File: src/rtl/booth_pkg.sv
// Shared types and constants for the sequential radix-2 Booth multiplier.
package booth_pkg;

    localparam int WIDTH = 16;
    localparam int CNT_W = 5;

    typedef enum logic [1:0] {
        IDLE = 2'd0,
        RUN  = 2'd1,
        DONE = 2'd2
    } state_e;

    typedef enum logic [1:0] {
        OP_PASS = 2'd0,
        OP_ADD  = 2'd1,
        OP_SUB  = 2'd2
    } booth_op_e;

    // Radix-2 Booth recoding of the current multiplier bit pair {Q[0], Q_1}.
    function automatic booth_op_e recode(input logic q0, input logic q_1);
        case ({q0, q_1})
            2'b01:   return OP_ADD;
            2'b10:   return OP_SUB;
            default: return OP_PASS;
        endcase
    endfunction

endpackage

File: src/rtl/booth_seq_mult_ctrl_if.sv
// Operand request and product response channel of the Booth multiplier sequencer.
interface booth_seq_mult_ctrl_if;
    import booth_pkg::*;

    logic                   start;
    logic                   in_ready;
    logic [WIDTH-1:0]       multiplicand;
    logic [WIDTH-1:0]       multiplier;
    logic                   busy;
    logic                   out_valid;
    logic                   out_ready;
    logic [2*WIDTH-1:0]     product;

    modport master (
        output start, multiplicand, multiplier, out_ready,
        input  in_ready, busy, out_valid, product
    );

    modport slave (
        input  start, multiplicand, multiplier, out_ready,
        output in_ready, busy, out_valid, product
    );

endinterface

File: src/rtl/kogge_stone_adder.sv
// Parallel-prefix (Kogge-Stone) adder with carry-in and carry-out.
module kogge_stone_adder #(
    parameter int WIDTH = 16
) (
    input  logic [WIDTH-1:0] a,
    input  logic [WIDTH-1:0] b,
    input  logic             cin,
    output logic [WIDTH-1:0] sum,
    output logic             cout
);

    localparam int LVLS = $clog2(WIDTH);

    logic [LVLS:0][WIDTH-1:0] g;
    logic [LVLS:0][WIDTH-1:0] p;
    logic [WIDTH:0]           c;

    always_comb begin
        g[0] = a & b;
        p[0] = a ^ b;
        for (int l = 0; l < LVLS; l++) begin
            for (int i = 0; i < WIDTH; i++) begin
                if (i >= (1 << l)) begin
                    g[l+1][i] = g[l][i] | (p[l][i] & g[l][i-(1<<l)]);
                    p[l+1][i] = p[l][i] & p[l][i-(1<<l)];
                end else begin
                    g[l+1][i] = g[l][i];
                    p[l+1][i] = p[l][i];
                end
            end
        end
        // Group generate/propagate from bit 0 fold in the carry-in directly.
        c[0] = cin;
        for (int i = 0; i < WIDTH; i++) begin
            c[i+1] = g[LVLS][i] | (p[LVLS][i] & cin);
        end
    end

    assign sum  = p[0] ^ c[WIDTH-1:0];
    assign cout = c[WIDTH];

endmodule

File: src/rtl/booth_seq_mult_ctrl.sv
// Sequencer for a 16x16 signed radix-2 Booth multiplier sharing one Kogge-Stone adder.
module booth_seq_mult_ctrl
    import booth_pkg::*;
(
    input  logic                  clk,
    input  logic                  rst,
    booth_seq_mult_ctrl_if.slave  bus
);

    state_e             state;
    logic [WIDTH-1:0]   a_reg, q_reg, m_reg;
    logic               q_1;
    logic [CNT_W-1:0]   count;
    logic [2*WIDTH-1:0] product_reg;
    logic               in_ready_r, busy_r, out_valid_r;

    booth_op_e          op;
    logic [WIDTH-1:0]   add_b, sum;
    logic               add_cin, cout, shift_in;
    logic [WIDTH-1:0]   a_next, q_next;

    assign op = recode(q_reg[0], q_1);

    // NOTE: every signal written here gets a default first so no latch is inferred.
    always_comb begin
        add_b   = '0;
        add_cin = 1'b0;
        case (op)
            OP_ADD: add_b = m_reg;
            OP_SUB: begin
                add_b   = ~m_reg;
                add_cin = 1'b1;
            end
            default: ;
        endcase
    end

    kogge_stone_adder #(.WIDTH(WIDTH)) u_adder (
        .a   (a_reg),
        .b   (add_b),
        .cin (add_cin),
        .sum (sum),
        .cout(cout)
    );

    // Bit 16 of the sign-extended sum; sum[15] would be wrong when subtracting 0x8000.
    assign shift_in = a_reg[WIDTH-1] ^ add_b[WIDTH-1] ^ cout;
    assign a_next   = {shift_in, sum[WIDTH-1:1]};
    assign q_next   = {sum[0], q_reg[WIDTH-1:1]};

    // NOTE: sequential state uses non-blocking assignments so all registers update together.
    always_ff @(posedge clk) begin
        if (rst) begin
            state       <= IDLE;
            a_reg       <= '0;
            q_reg       <= '0;
            q_1         <= 1'b0;
            m_reg       <= '0;
            count       <= '0;
            product_reg <= '0;
            in_ready_r  <= 1'b1;
            busy_r      <= 1'b0;
            out_valid_r <= 1'b0;
        end else begin
            case (state)
                IDLE: begin
                    if (bus.start && in_ready_r) begin
                        a_reg      <= '0;
                        q_reg      <= bus.multiplier;
                        q_1        <= 1'b0;
                        m_reg      <= bus.multiplicand;
                        count      <= '0;
                        state      <= RUN;
                        in_ready_r <= 1'b0;
                        busy_r     <= 1'b1;
                    end
                end
                RUN: begin
                    a_reg <= a_next;
                    q_reg <= q_next;
                    q_1   <= q_reg[0];
                    count <= count + 1'b1;
                    if (count == CNT_W'(WIDTH - 1)) begin
                        product_reg <= {a_next, q_next};
                        state       <= DONE;
                        busy_r      <= 1'b0;
                        out_valid_r <= 1'b1;
                    end
                end
                DONE: begin
                    if (bus.out_ready) begin
                        state       <= IDLE;
                        out_valid_r <= 1'b0;
                        in_ready_r  <= 1'b1;
                    end
                end
                default: begin
                    state       <= IDLE;
                    in_ready_r  <= 1'b1;
                    busy_r      <= 1'b0;
                    out_valid_r <= 1'b0;
                end
            endcase
        end
    end

    assign bus.in_ready  = in_ready_r;
    assign bus.busy      = busy_r;
    assign bus.out_valid = out_valid_r;
    assign bus.product   = product_reg;

endmodule

File: src/flat_wrapper.sv
// flat-port wrapper written by rule: the top's interface ports become plain ports
module booth_seq_mult_ctrl_flat import booth_pkg::*;
  (clk, rst, bus_start, bus_multiplicand, bus_multiplier, bus_out_ready, bus_in_ready, bus_busy, bus_out_valid, bus_product);
  booth_seq_mult_ctrl_if bus_i ();
  input  logic clk;
  input  logic rst;
  input wire logic [$bits(bus_i.start)-1:0] bus_start;
  input wire logic [$bits(bus_i.multiplicand)-1:0] bus_multiplicand;
  input wire logic [$bits(bus_i.multiplier)-1:0] bus_multiplier;
  input wire logic [$bits(bus_i.out_ready)-1:0] bus_out_ready;
  output wire logic [$bits(bus_i.in_ready)-1:0] bus_in_ready;
  output wire logic [$bits(bus_i.busy)-1:0] bus_busy;
  output wire logic [$bits(bus_i.out_valid)-1:0] bus_out_valid;
  output wire logic [$bits(bus_i.product)-1:0] bus_product;
  assign bus_i.start = bus_start;
  assign bus_i.multiplicand = bus_multiplicand;
  assign bus_i.multiplier = bus_multiplier;
  assign bus_i.out_ready = bus_out_ready;
  assign bus_in_ready = bus_i.in_ready;
  assign bus_busy = bus_i.busy;
  assign bus_out_valid = bus_i.out_valid;
  assign bus_product = bus_i.product;
  booth_seq_mult_ctrl u_core (.clk(clk), .rst(rst), .bus(bus_i));
endmodule
File: config.mk
export PLATFORM = sky130hd
export DESIGN_NAME = booth_seq_mult_ctrl_flat
export DESIGN_NICKNAME = d
export VERILOG_FILES = /design/src/rtl/booth_pkg.sv /design/src/rtl/booth_seq_mult_ctrl_if.sv /design/src/rtl/kogge_stone_adder.sv /design/src/rtl/booth_seq_mult_ctrl.sv /design/src/flat_wrapper.sv
export SDC_FILE = /design/constraint.sdc
export NUM_CORES = 1
export LEC_CHECK = 0
export ABC_AREA = 0
export CAP_MARGIN = 20
export CORE_MARGIN = 3
export CORE_UTILIZATION = 41
export CTS_CLUSTER_SIZE = 10
export DETAILED_ROUTE_END_ITERATION = 12
export PLACE_DENSITY = 0.76
export SYNTH_ARGS = -nofsm -noshare
export SYNTH_HDL_FRONTEND = slang
export SYNTH_HIERARCHICAL = 1
export SYNTH_SLANG_ARGS = --single-unit
File: constraint.sdc
create_clock -name clk -period 10.4 [get_ports clk]
set_clock_uncertainty 0.2 [all_clocks]
set_input_delay 1.04 -clock clk [delete_from_list [all_inputs] [get_ports clk]]
set_output_delay 1.04 -clock clk [all_outputs]
set_load 0.01 [all_outputs]
==> flow_summary.json, run 1 <==
{
  "wl_per_cell_um": 14.3,
  "antenna_violations_before_repair": 0,
  "pin_count": 71,
  "netlist-cell-type-count": 48,
  "mapped_cells": 566,
  "synth.yosys.seq_area_share_pct": 42.1,
  "worstPathRequired_ns": 10.47,
  "hold_path_class": "reg -> reg",
  "dp_hpwl_mm": 7.66,
  "gr-usage-met3_pct": 4.03,
  "cts_max_level": 3,
  "grt_max_degree": 93,
  "synth.top_cells.by_area": "dfxtp_1 42%, nand2_1 14%, a21oi_1 8.6%",
  "placementRows": 36,
  "clock_latency_ns": 0.36,
  "antenna_violating_nets_post_route": 0,
  "period_minus_slack_ns": 3.85,
  "pre_cts_slack_ns": 6.44,
  "globalRouteMet2Util_pct": 30.4,
  "detailed_place.area_mm2": 0.00511,
  "global_route_wire_length_before_repair_mm": 18.0,
  "clock_tree_from_tritoncts": "built",
  "critical_path_data_arrival_time_ns": 3.91,
  "fp.dieArea_mm2": 0.0118,
  "numPortBuffers": 70,
  "drive_above_1_share_pct": 4.67,
  "layout.cell_area.non_filler_mm2": 0.00533,
  "synth.top_cells.by_count": "161 x nand2_1, 91 x dfxtp_1, 74 x a21oi_1",
  "cellPowerDensity_mw_per_mm2": 147,
  "grt_usage_pct": 18.9,
  "core_box_area_mm2": 0.0100,
  "cts_resized": 0,
  "cts_num_sinks": 91,
  "clk_pin_slew_worst_paths_ns": 0.09,
  "setup_total_negative_slack_ns": 0,
  "cts_buffers": 9,
  "slew_viols_final": 0,
  "worst_ir_drop_vdd_v": 0.0000779,
  "global_route.overflow_total": 0,
  "initialDrtViolationCount": 332,
  "die_y_um": 109,
  "post_drt_via_cell_ratio": 5.31,
  "place.detailed.instances": 738,
  "dieWidth_um": 109,
  "grt_pass1_vias": 3898,
  "relSlewSlack_pct": 31.7,
  "async_flop_share_pct": 0,
  "fin_cells": 754,
  "post_synth_instance_area_mm2": 0.00433,
  "final_nets": 671,
  "yosys_warnings": 6,
  "worstPathMaxFanout": 14,
  "cts_post_setup_buffers_inserted": 0,
  "final-setup-viol-count": 0,
  "final.fill_count": 956,
  "yosys_register_bits": 91,
  "detailedRoute.firstPassIterationCount": 4,
  "synth_top_cell_by_area": "dfxtp_1",
  "post_synth.cell_area_avg_um2": 7.64,
  "synth-edff-count": 0,
  "period_share_pct": 37.0,
  "post-synth-top-count-cell": "nand2_1",
  "synth.top_cell.area_share_pct": 42.1,
  "clockBufferDepth": 2,
  "holdBufCountCts": 0,
  "timing_worst_slew_pin_value_ns": 1.02,
  "finalCoreUtilization_pct": 53.3,
  "grt_setup_unrepaired": "false",
  "maxCapViolCount": 0,
  "synth_fp_nets": 621,
  "largest_register_ff_count": 32,
  "drc": 0,
  "hold_viol_final": 0,
  "worstSetupEndpointType": "flop",
  "layout-area-overhead-vs-synth_pct": 23.3,
  "met1_usage_pct": 25.2,
  "cp-start-kind": "flop",
  "total_number_of_vias": 4000,
  "cts-root-buf": "clkbuf_8",
  "drt_wl_total_mm": 10.7,
  "run_status": "finished clean",
  "synth_ff_type": "dfxtp_1",
  "antennaDiodeCount": 0,
  "cellLeakagePower_nw": 1.96,
  "layout_setup_ws_ns": 6.55,
  "start_util_pct": 43.3,
  "max_freq_mhz": 260,
  "busiest_grt_layer": "met2",
  "timing.setup.critical_path_class": "reg -> reg",
  "gp_congestion": 0.942
}
==> placed cells by master (no fill, tap or decap), types with 2 or more instances in the layout <==
cell,instances
a21o_1,2
a21oi_1,74
a22oi_1,16
a311oi_1,18
a41oi_1,3
and2_1,4
and3_1,2
buf_4,4
bufinv_16,2
clkbuf_8,9
clkdlybuf4s50_1,69
dfxtp_1,91
ha_1,18
inv_1,8
inv_6,2
nand2_1,161
nand2b_1,3
nand3b_1,2
nor2_1,51
nor2b_1,3
o21ai_0,25
o21ai_1,4
o21bai_1,2
or3_1,3
xnor2_1,7
xor2_1,8
==> kinds of logic after synthesis <==
family	count (synthesis)	share of synthesized area, %
xor gates and xnor gates	15	3.04
and+or+nand+nor	241	23.1
DFF	91	42.1
adders and majority gates	19	5.67
buffers and inverters	44	3.93
AOI/OAI and AO/OA	156	22.2
==> layer usage <==
layer,vias to the layer above,share of wire (%)
li1,2036,-
met5,-,0
met1,1851,46
met3,12,5.4
met4,0,1.7
met2,101,47
==> critical path, stage by stage, from the launching register on <==
cell and delay (ns):
dfxtp_1 0.41, nor2b_1 0.73, nand2_1 0.11, o21ai_0 0.17, ha_1 0.34, a211oi_2 0.30, o21ai_2 0.11, a41oi_1 0.31
o31a_1 0.21, o21ai_1 0.08, inv_1 0.08, a21oi_1 0.07, or3_1 0.35, a311oi_1 0.28
==> per-stage QoR <==
| stage | hold slack (ns) | total power, mW |
|---|---|---|
| 4_1_cts | 0.259 | 0.790 |
| 2_1_floorplan | 0.239 | 0.478 |
| 6_report | 0.255 | 0.783 |
| 3_3_place_gp | 0.242 | 0.516 |
| 5_1_grt | 0.275 | 0.824 |
| 3_5_place_dp | 0.246 | 0.519 |
==> power breakdown <==
part / internal [mW] / leakage [nW] / switching, mW
Combinational: 0.0538 / 1.11 / 0.0806
Clock: 0.139 / 0.109 / 0.131
Sequential: 0.365 / 0.740 / 0.0137
Total: 0.558 / 1.96 / 0.225
==> layout make-up <==
type,instances,area [µm²],share of cell area (%)
inverter,8,30.0,0.563
sequential,91,1820,34.2
tap,133,166,3.12
multi-input combinational,431,2350,44.1
clock buffer,10,128,2.39
timing repair buffer,75,741,13.9
clock inverter,6,96.3,1.81
==> final timing paths <==
| check | startpoint | end | slack (ns) | cells after the start |
|---|---|---|---|---|
| max reg2reg | u_core/q_1$_SDFFE_PP0P_ | u_core/bus.product[31]$_SDFFE_PP0P_ | 6.55 | 13 |
| max | u_core/q_1$_SDFFE_PP0P_ | u_core/bus.product[31]$_SDFFE_PP0P_ | 6.55 | 13 |
| min reg2reg | u_core/bus.product[17]$_SDFFE_PP0P_ | u_core/bus.product[17]$_SDFFE_PP0P_ | 0.25 | 2 |
| min | u_core/bus.product[17]$_SDFFE_PP0P_ | u_core/bus.product[17]$_SDFFE_PP0P_ | 0.25 | 2 |
No activity file was read; power rests on OpenSTA's default activity.
==> inputs of run 2 (changes only) <==
==> constraint.sdc (replaced) <==
create_clock -name clk -period 3.55 [get_ports clk]
set_clock_uncertainty 0.2 [all_clocks]
set_input_delay 0.355 -clock clk [delete_from_list [all_inputs] [get_ports clk]]
set_output_delay 0.355 -clock clk [all_outputs]
set_load 0.01 [all_outputs]
==> run 2 against run 1 <==
  * Sequential share of layout area fell by 0.33 points
  * Worst hold slack improved by 0.0036 ns
  * Final cell count rose by 1.5%
  * Critical endpoint is now u_core/a_reg[15]$_SDFFE_PP0P_
  * Largest cell class unchanged
==> flow_summary.json, run 2 (synthesized netlist as in run 1, its figures left out) <==
{
  "setup_slack_of_the_worst_register_to_register_path_ns": 0.30,
  "grt_usage_pct": 19.4,
  "detailed_place.area_mm2": 0.00518,
  "clockBufferDepth": 2,
  "detailedRoute.firstPassIterationCount": 5,
  "start_util_pct": 43.3,
  "post_drt_via_cell_ratio": 5.33,
  "wl_per_cell_um": 14.3,
  "grt_setup_unrepaired": "false",
  "finalCoreUtilization_pct": 53.9,
  "cellPowerDensity_mw_per_mm2": 413,
  "global_route_wire_length_before_repair_mm": 18.4,
  "final-setup-viol-count": 0,
  "maxCapViolCount": 0,
  "hold_path_class": "reg -> reg",
  "period_share_pct": 91.7,
  "antenna_violating_nets_post_route": 0,
  "slew_viols_final": 0,
  "commonest_cells_after_routing_fill_and_taps_aside": "161 x nand2_1, 89 x dfxtp_1, 74 x a21oi_1, 69 x clkdlybuf4s50_1, 51 x nor2_1",
  "timing.setup.critical_path_class": "reg -> reg",
  "die_y_um": 109,
  "dp_hpwl_mm": 7.88,
  "drt_wl_total_mm": 10.9,
  "cts_max_level": 3,
  "relSlewSlack_pct": 61.2,
  "core_box_area_mm2": 0.0100,
  "cellLeakagePower_nw": 2.00,
  "total_number_of_vias": 4079,
  "global_route.overflow_total": 0,
  "layout.cells.most_common": "nand2_1",
  "r2r-end": "u_core/a_reg[15]$_SDFFE_PP0P_",
  "period_minus_slack_ns": 3.25,
  "setup_total_negative_slack_ns": 0,
  "cts-root-buf": "clkbuf_8",
  "clk_pin_slew_worst_paths_ns": 0.10,
  "grt_max_degree": 34,
  "worst_r2r_path_depth": 14,
  "drc": 0,
  "cts_num_sinks": 91,
  "cp-start-kind": "flop",
  "drive_above_1_share_pct": 6.96,
  "pin_count": 71,
  "placementRows": 36,
  "design_power_total_mw": 2.23,
  "final_nets": 682,
  "clock_latency_ns": 0.37,
  "worstSetupEndpointType": "flop",
  "hold_viol_final": 0,
  "gp_congestion": 0.948,
  "worst_ir_drop_vdd_v": 0.000211,
  "largest_register_ff_count": 32,
  "worstPathMaxFanout": 14,
  "dieWidth_um": 109,
  "cts_buffers": 9,
  "timing_worst_slew_pin_value_ns": 0.582,
  "worstPathRequired_ns": 3.62,
  "layout-area-overhead-vs-synth_pct": 24.7,
  "holdPathEnd": "u_core/bus.product[17]$_SDFFE_PP0P_",
  "critical_path_data_arrival_time_ns": 3.32,
  "timing.rr.start": "u_core/q_1$_SDFFE_PP0P_",
  "numPortBuffers": 70,
  "grt_pass1_vias": 3976,
  "max_freq_mhz": 307,
  "fp.dieArea_mm2": 0.0118,
  "run_status": "finished clean",
  "initialDrtViolationCount": 192,
  "antenna_violations_before_repair": 0,
  "holdCritStartpoint": "u_core/bus.product[17]$_SDFFE_PP0P_",
  "hold_path_depth": 2,
  "clock_tree_from_tritoncts": "built",
  "cts_post_setup_buffers_inserted": 0,
  "antennaDiodeCount": 0,
  "layout.cell_area.non_filler_mm2": 0.00539
}
-- run 2: cell types whose count changed in the layout (fill, tap and decap cells not counted), sizes merged --
cell	before	now
clkinv	0	4
buf	6	17
clkinvlp	1	0
clkbuf	10	9
bufinv	2	0
-- run 2: critical path, cell delays in order, from the launching register on --
cell,delay [ns]
dfxtp_2,0.39
nor2b_1,0.14
buf_4,0.21
nand2_1,0.08
o21ai_1,0.13
ha_1,0.31
a211oi_2,0.30
o21ai_2,0.11
a41oi_1,0.27
o31a_1,0.19
o21ai_1,0.08
inv_1,0.07
a21oi_1,0.07
or2_2,0.31
a221o_1,0.31
-- run 2: cell type report --
class	instances	area, µm²
Fill cell	952	4610
Multi-Input combinational cell	431	2350
Sequential cell	91	1820
Timing Repair Buffer	86	816
Tap cell	133	166
Clock buffer	9	124
Clock inverter	7	78.8
Inverter	8	30.0
-- run 2: metal layers --
metal | vias to the layer above | GRT usage, % | wire [µm]
met5 | - | 0 | 0
met4 | 0 | 6.13 | 216
met3 | 16 | 4.14 | 506
met2 | 89 | 32.1 | 5130
met1 | 1914 | 25.3 | 5090
li1 | 2060 | - | -
-- run 2: how the worst max path moves through the flow --
stage	startpoint	to	cells after the start	slack [ns]
after floorplan	u_core/q_1$_SDFFE_PP0P_	u_core/a_reg[15]$_SDFFE_PP0P_	14	0.18
after global placement	u_core/q_reg[0]$_SDFFE_PP0P_	u_core/a_reg[15]$_SDFFE_PP0P_	12	0.26
after detailed placement	u_core/q_reg[0]$_SDFFE_PP0P_	u_core/a_reg[15]$_SDFFE_PP0P_	12	0.05
after CTS	u_core/q_reg[0]$_SDFFE_PP0P_	u_core/a_reg[15]$_SDFFE_PP0P_	12	0.06
after global routing	u_core/q_1$_SDFFE_PP0P_	u_core/bus.product[31]$_SDFFE_PP0P_	14	0.007
final	u_core/q_1$_SDFFE_PP0P_	u_core/a_reg[15]$_SDFFE_PP0P_	14	0.30
-- run 2: what timing repair did --
action | CTS | global route
hold buffers | 0 | 0
resized for setup | 0 | 4
setup endpoints to repair | 0 | 2
-- run 2: where the power goes --
| part | switching, mW | internal (mW) | total, mW |
|---|---|---|---|
| combinational | 0.241 | 0.172 | 0.413 |
| clock | 0.422 | 0.279 | 0.701 |
| sequential | 0.0419 | 1.07 | 1.11 |
-- run 2: stage by stage --
stage,instances,hold slack (ns),worst slack (ns)
after detailed placement,749,0.247,0.0476
after CTS,765,0.260,0.0552
after floorplan,566,0.239,0.180
final,765,0.258,0.296
after global placement,749,0.242,0.259
after global routing,765,0.277,0.00686
==> inputs of run 3 (changes only) <==
--- a/config.mk
+++ b/config.mk
@@ -11,6 +11,7 @@
 export CORE_UTILIZATION = 41
 export CTS_CLUSTER_SIZE = 10
 export DETAILED_ROUTE_END_ITERATION = 12
+export GPL_ROUTABILITY_DRIVEN = 0
 export PLACE_DENSITY = 0.76
 export SYNTH_ARGS = -nofsm -noshare
 export SYNTH_HDL_FRONTEND = slang
==> constraint.sdc (replaced) <==
create_clock -name clk -period 3.55 [get_ports clk]
set_clock_uncertainty 0.2 [all_clocks]
set_input_delay 0.71 -clock clk [delete_from_list [all_inputs] [get_ports clk]]
set_output_delay 0.71 -clock clk [all_outputs]
set_load 0.01 [all_outputs]
==> run 3 against run 2 <==
  * Sequential power is essentially flat
  * Largest power group unchanged
  * Flip-flop and latch count is the same
  * Setup slack lost 0.049 ns
  * Critical endpoint unchanged
  * Clock power shrank 2%
  * Critical path depth grew 1
  * Critical path type unchanged
  * Worst hold slack is essentially flat
  * Fmax shrank 1.5%
==> flow_summary.json, run 3 (synthesized netlist as in run 1, its figures left out) <==
{
  "final.fill_count": 956,
  "maxCapViolCount": 0,
  "worstSetupEndpointType": "flop",
  "detailedRoute.firstPassIterationCount": 4,
  "fin_cells": 763,
  "cellLeakagePower_nw": 1.99,
  "timing.setup.critical_path_class": "reg -> reg",
  "initialDrtViolationCount": 273,
  "clock_tree_from_tritoncts": "built",
  "commonest_cells_after_routing_fill_and_taps_aside": "161 x nand2_1, 90 x dfxtp_1, 74 x a21oi_1, 69 x clkdlybuf4s50_1, 51 x nor2_1",
  "worst_r2r_path_depth": 15,
  "grt_setup_unrepaired": "false",
  "period_share_pct": 93.1,
  "global_route.overflow_total": 0,
  "clock_latency_ns": 0.37,
  "core_box_area_mm2": 0.0100,
  "final_nets": 680,
  "relSlewSlack_pct": 63.4,
  "global_route_wire_length_before_repair_mm": 17.8,
  "clockBufferDepth": 2,
  "numPortBuffers": 70,
  "antenna_violating_nets_post_route": 0,
  "fp.dieArea_mm2": 0.0118,
  "crit_path_top_delay_cell": "ha_1",
  "worstPathRequired_ns": 3.61,
  "total_number_of_vias": 4089,
  "grt_max_degree": 39,
  "die_y_um": 109,
  "cp-start-kind": "flop",
  "start_util_pct": 43.3,
  "run_status": "finished clean",
  "dieWidth_um": 109,
  "placementRows": 36,
  "hold_path_depth": 2,
  "cp_num_cells": 15,
  "max_freq_mhz": 303,
  "hold_path_class": "reg -> reg",
  "grt_pass1_vias": 3958,
  "hold_viol_final": 0,
  "layout-area-overhead-vs-synth_pct": 24.3,
  "worstPathCellList": "buf_4, nor2b_1, buf_4, nand2_1, o21ai_0, ha_1, o211ai_2, o21ai_2, a41oi_2, o31a_1, o21ai_1, inv_1, and3_4, or2_2, a221o_1",
  "cts_buffers": 9,
  "layout.cells.most_common": "nand2_1",
  "worst_ir_drop_vdd_v": 0.000203,
  "cts-root-buf": "clkbuf_8",
  "drc": 0,
  "wl_per_cell_um": 14.1,
  "grt_usage_pct": 18.6,
  "cp_slowest_stage_delay_ns": 0.38,
  "largest_register_ff_count": 32,
  "place.detailed.instances": 747,
  "critical_path_buf_inv_count": 3,
  "worstPathMaxFanout": 14,
  "pin_count": 71,
  "final-setup-viol-count": 0,
  "cts_post_setup_buffers_inserted": 0,
  "cts_max_level": 3,
  "antenna_violations_before_repair": 0,
  "post_drt_via_cell_ratio": 5.36,
  "clk_pin_slew_worst_paths_ns": 0.10,
  "critical_path_data_arrival_time_ns": 3.36,
  "period_minus_slack_ns": 3.30,
  "cts_num_sinks": 91,
  "setup_total_negative_slack_ns": 0,
  "antennaDiodeCount": 0,
  "cellPowerDensity_mw_per_mm2": 410,
  "cpLargestDelayFamily": "compound AO/OA/AOI/OAI gates",
  "worst_path_most_repeated_cell": "buf_4",
  "timing_worst_slew_pin_value_ns": 0.550,
  "slew_viols_final": 0,
  "drive_above_1_share_pct": 6.67,
  "drt_wl_total_mm": 10.7,
  "dp_hpwl_mm": 7.56
}
## run 3: changes by cell type in the layout (fill, tap and decap cells not counted), moves of 2 or more
| cell | change |
|---|---|
| inv_6 | -2 |
| inv_8 | +3 |
| buf_4 | -2 |
| clkinv_8 | -2 |
## run 3: worst paths after layout
path / from / to / slack [ns]
hold / removal: u_core/bus.product[12]$_SDFFE_PP0P_ / u_core/bus.product[12]$_SDFFE_PP0P_ / 0.26
setup reg to reg: u_core/q_reg[0]$_SDFFE_PP0P_ / u_core/a_reg[15]$_SDFFE_PP0P_ / 0.25
setup / recovery: u_core/q_reg[0]$_SDFFE_PP0P_ / u_core/a_reg[15]$_SDFFE_PP0P_ / 0.25
hold reg to reg: u_core/bus.product[12]$_SDFFE_PP0P_ / u_core/bus.product[12]$_SDFFE_PP0P_ / 0.26
## run 3: repair_timing
item,4_1_cts,5_1_grt
setup endpoints to repair,0,2
endpoints found under the hold margin,0,0
hold buffers,0,0
gates resized for setup,0,5
## run 3: through the flow
stage          total power, mW  instance area [µm²]  setup WS (ns)  hold WS, ns  utilization (%)
2_1_floorplan             1.40                 4330          0.180        0.239                -
5_1_grt                   2.31                 5380         0.0246        0.270             53.8
4_1_cts                   2.22                 5360         0.0661        0.262             53.6
6_report                  2.21                 5380          0.247        0.258             53.8
3_3_place_gp              1.52                 5170          0.212        0.243             51.7
3_5_place_dp              1.53                 5170         0.0913        0.247             51.7
## run 3: layer usage
layer	share of wire (%)	vias up	global-route usage [%]
met2	46	117	30.7
met1	46	1894	24.1
met3	5.6	20	3.79
li1	-	2058	-
met5	0	-	0
met4	2.2	0	6.49
## run 3: area by class of cell
class,instances,area [µm²],area share (%)
Tap cell,133,166,3.10
Inverter,8,30.0,0.559
Timing Repair Buffer,84,801,14.9
Clock inverter,7,70.1,1.30
Sequential cell,91,1820,33.9
Multi-Input combinational cell,431,2360,43.9
Clock buffer,9,124,2.30
## run 3: tightest hold or removal path, cell delays in order (launching register included)
cell and delay (ns):
dfxtp_1 0.32, nand2_1 0.05, a21oi_1 0.05
## run 3: power by group
| part | switching (mW) | total [mW] | internal (mW) |
|---|---|---|---|
| logic | 0.239 | 0.408 | 0.169 |
| clock network | 0.411 | 0.687 | 0.276 |
| registers | 0.0402 | 1.11 | 1.07 |
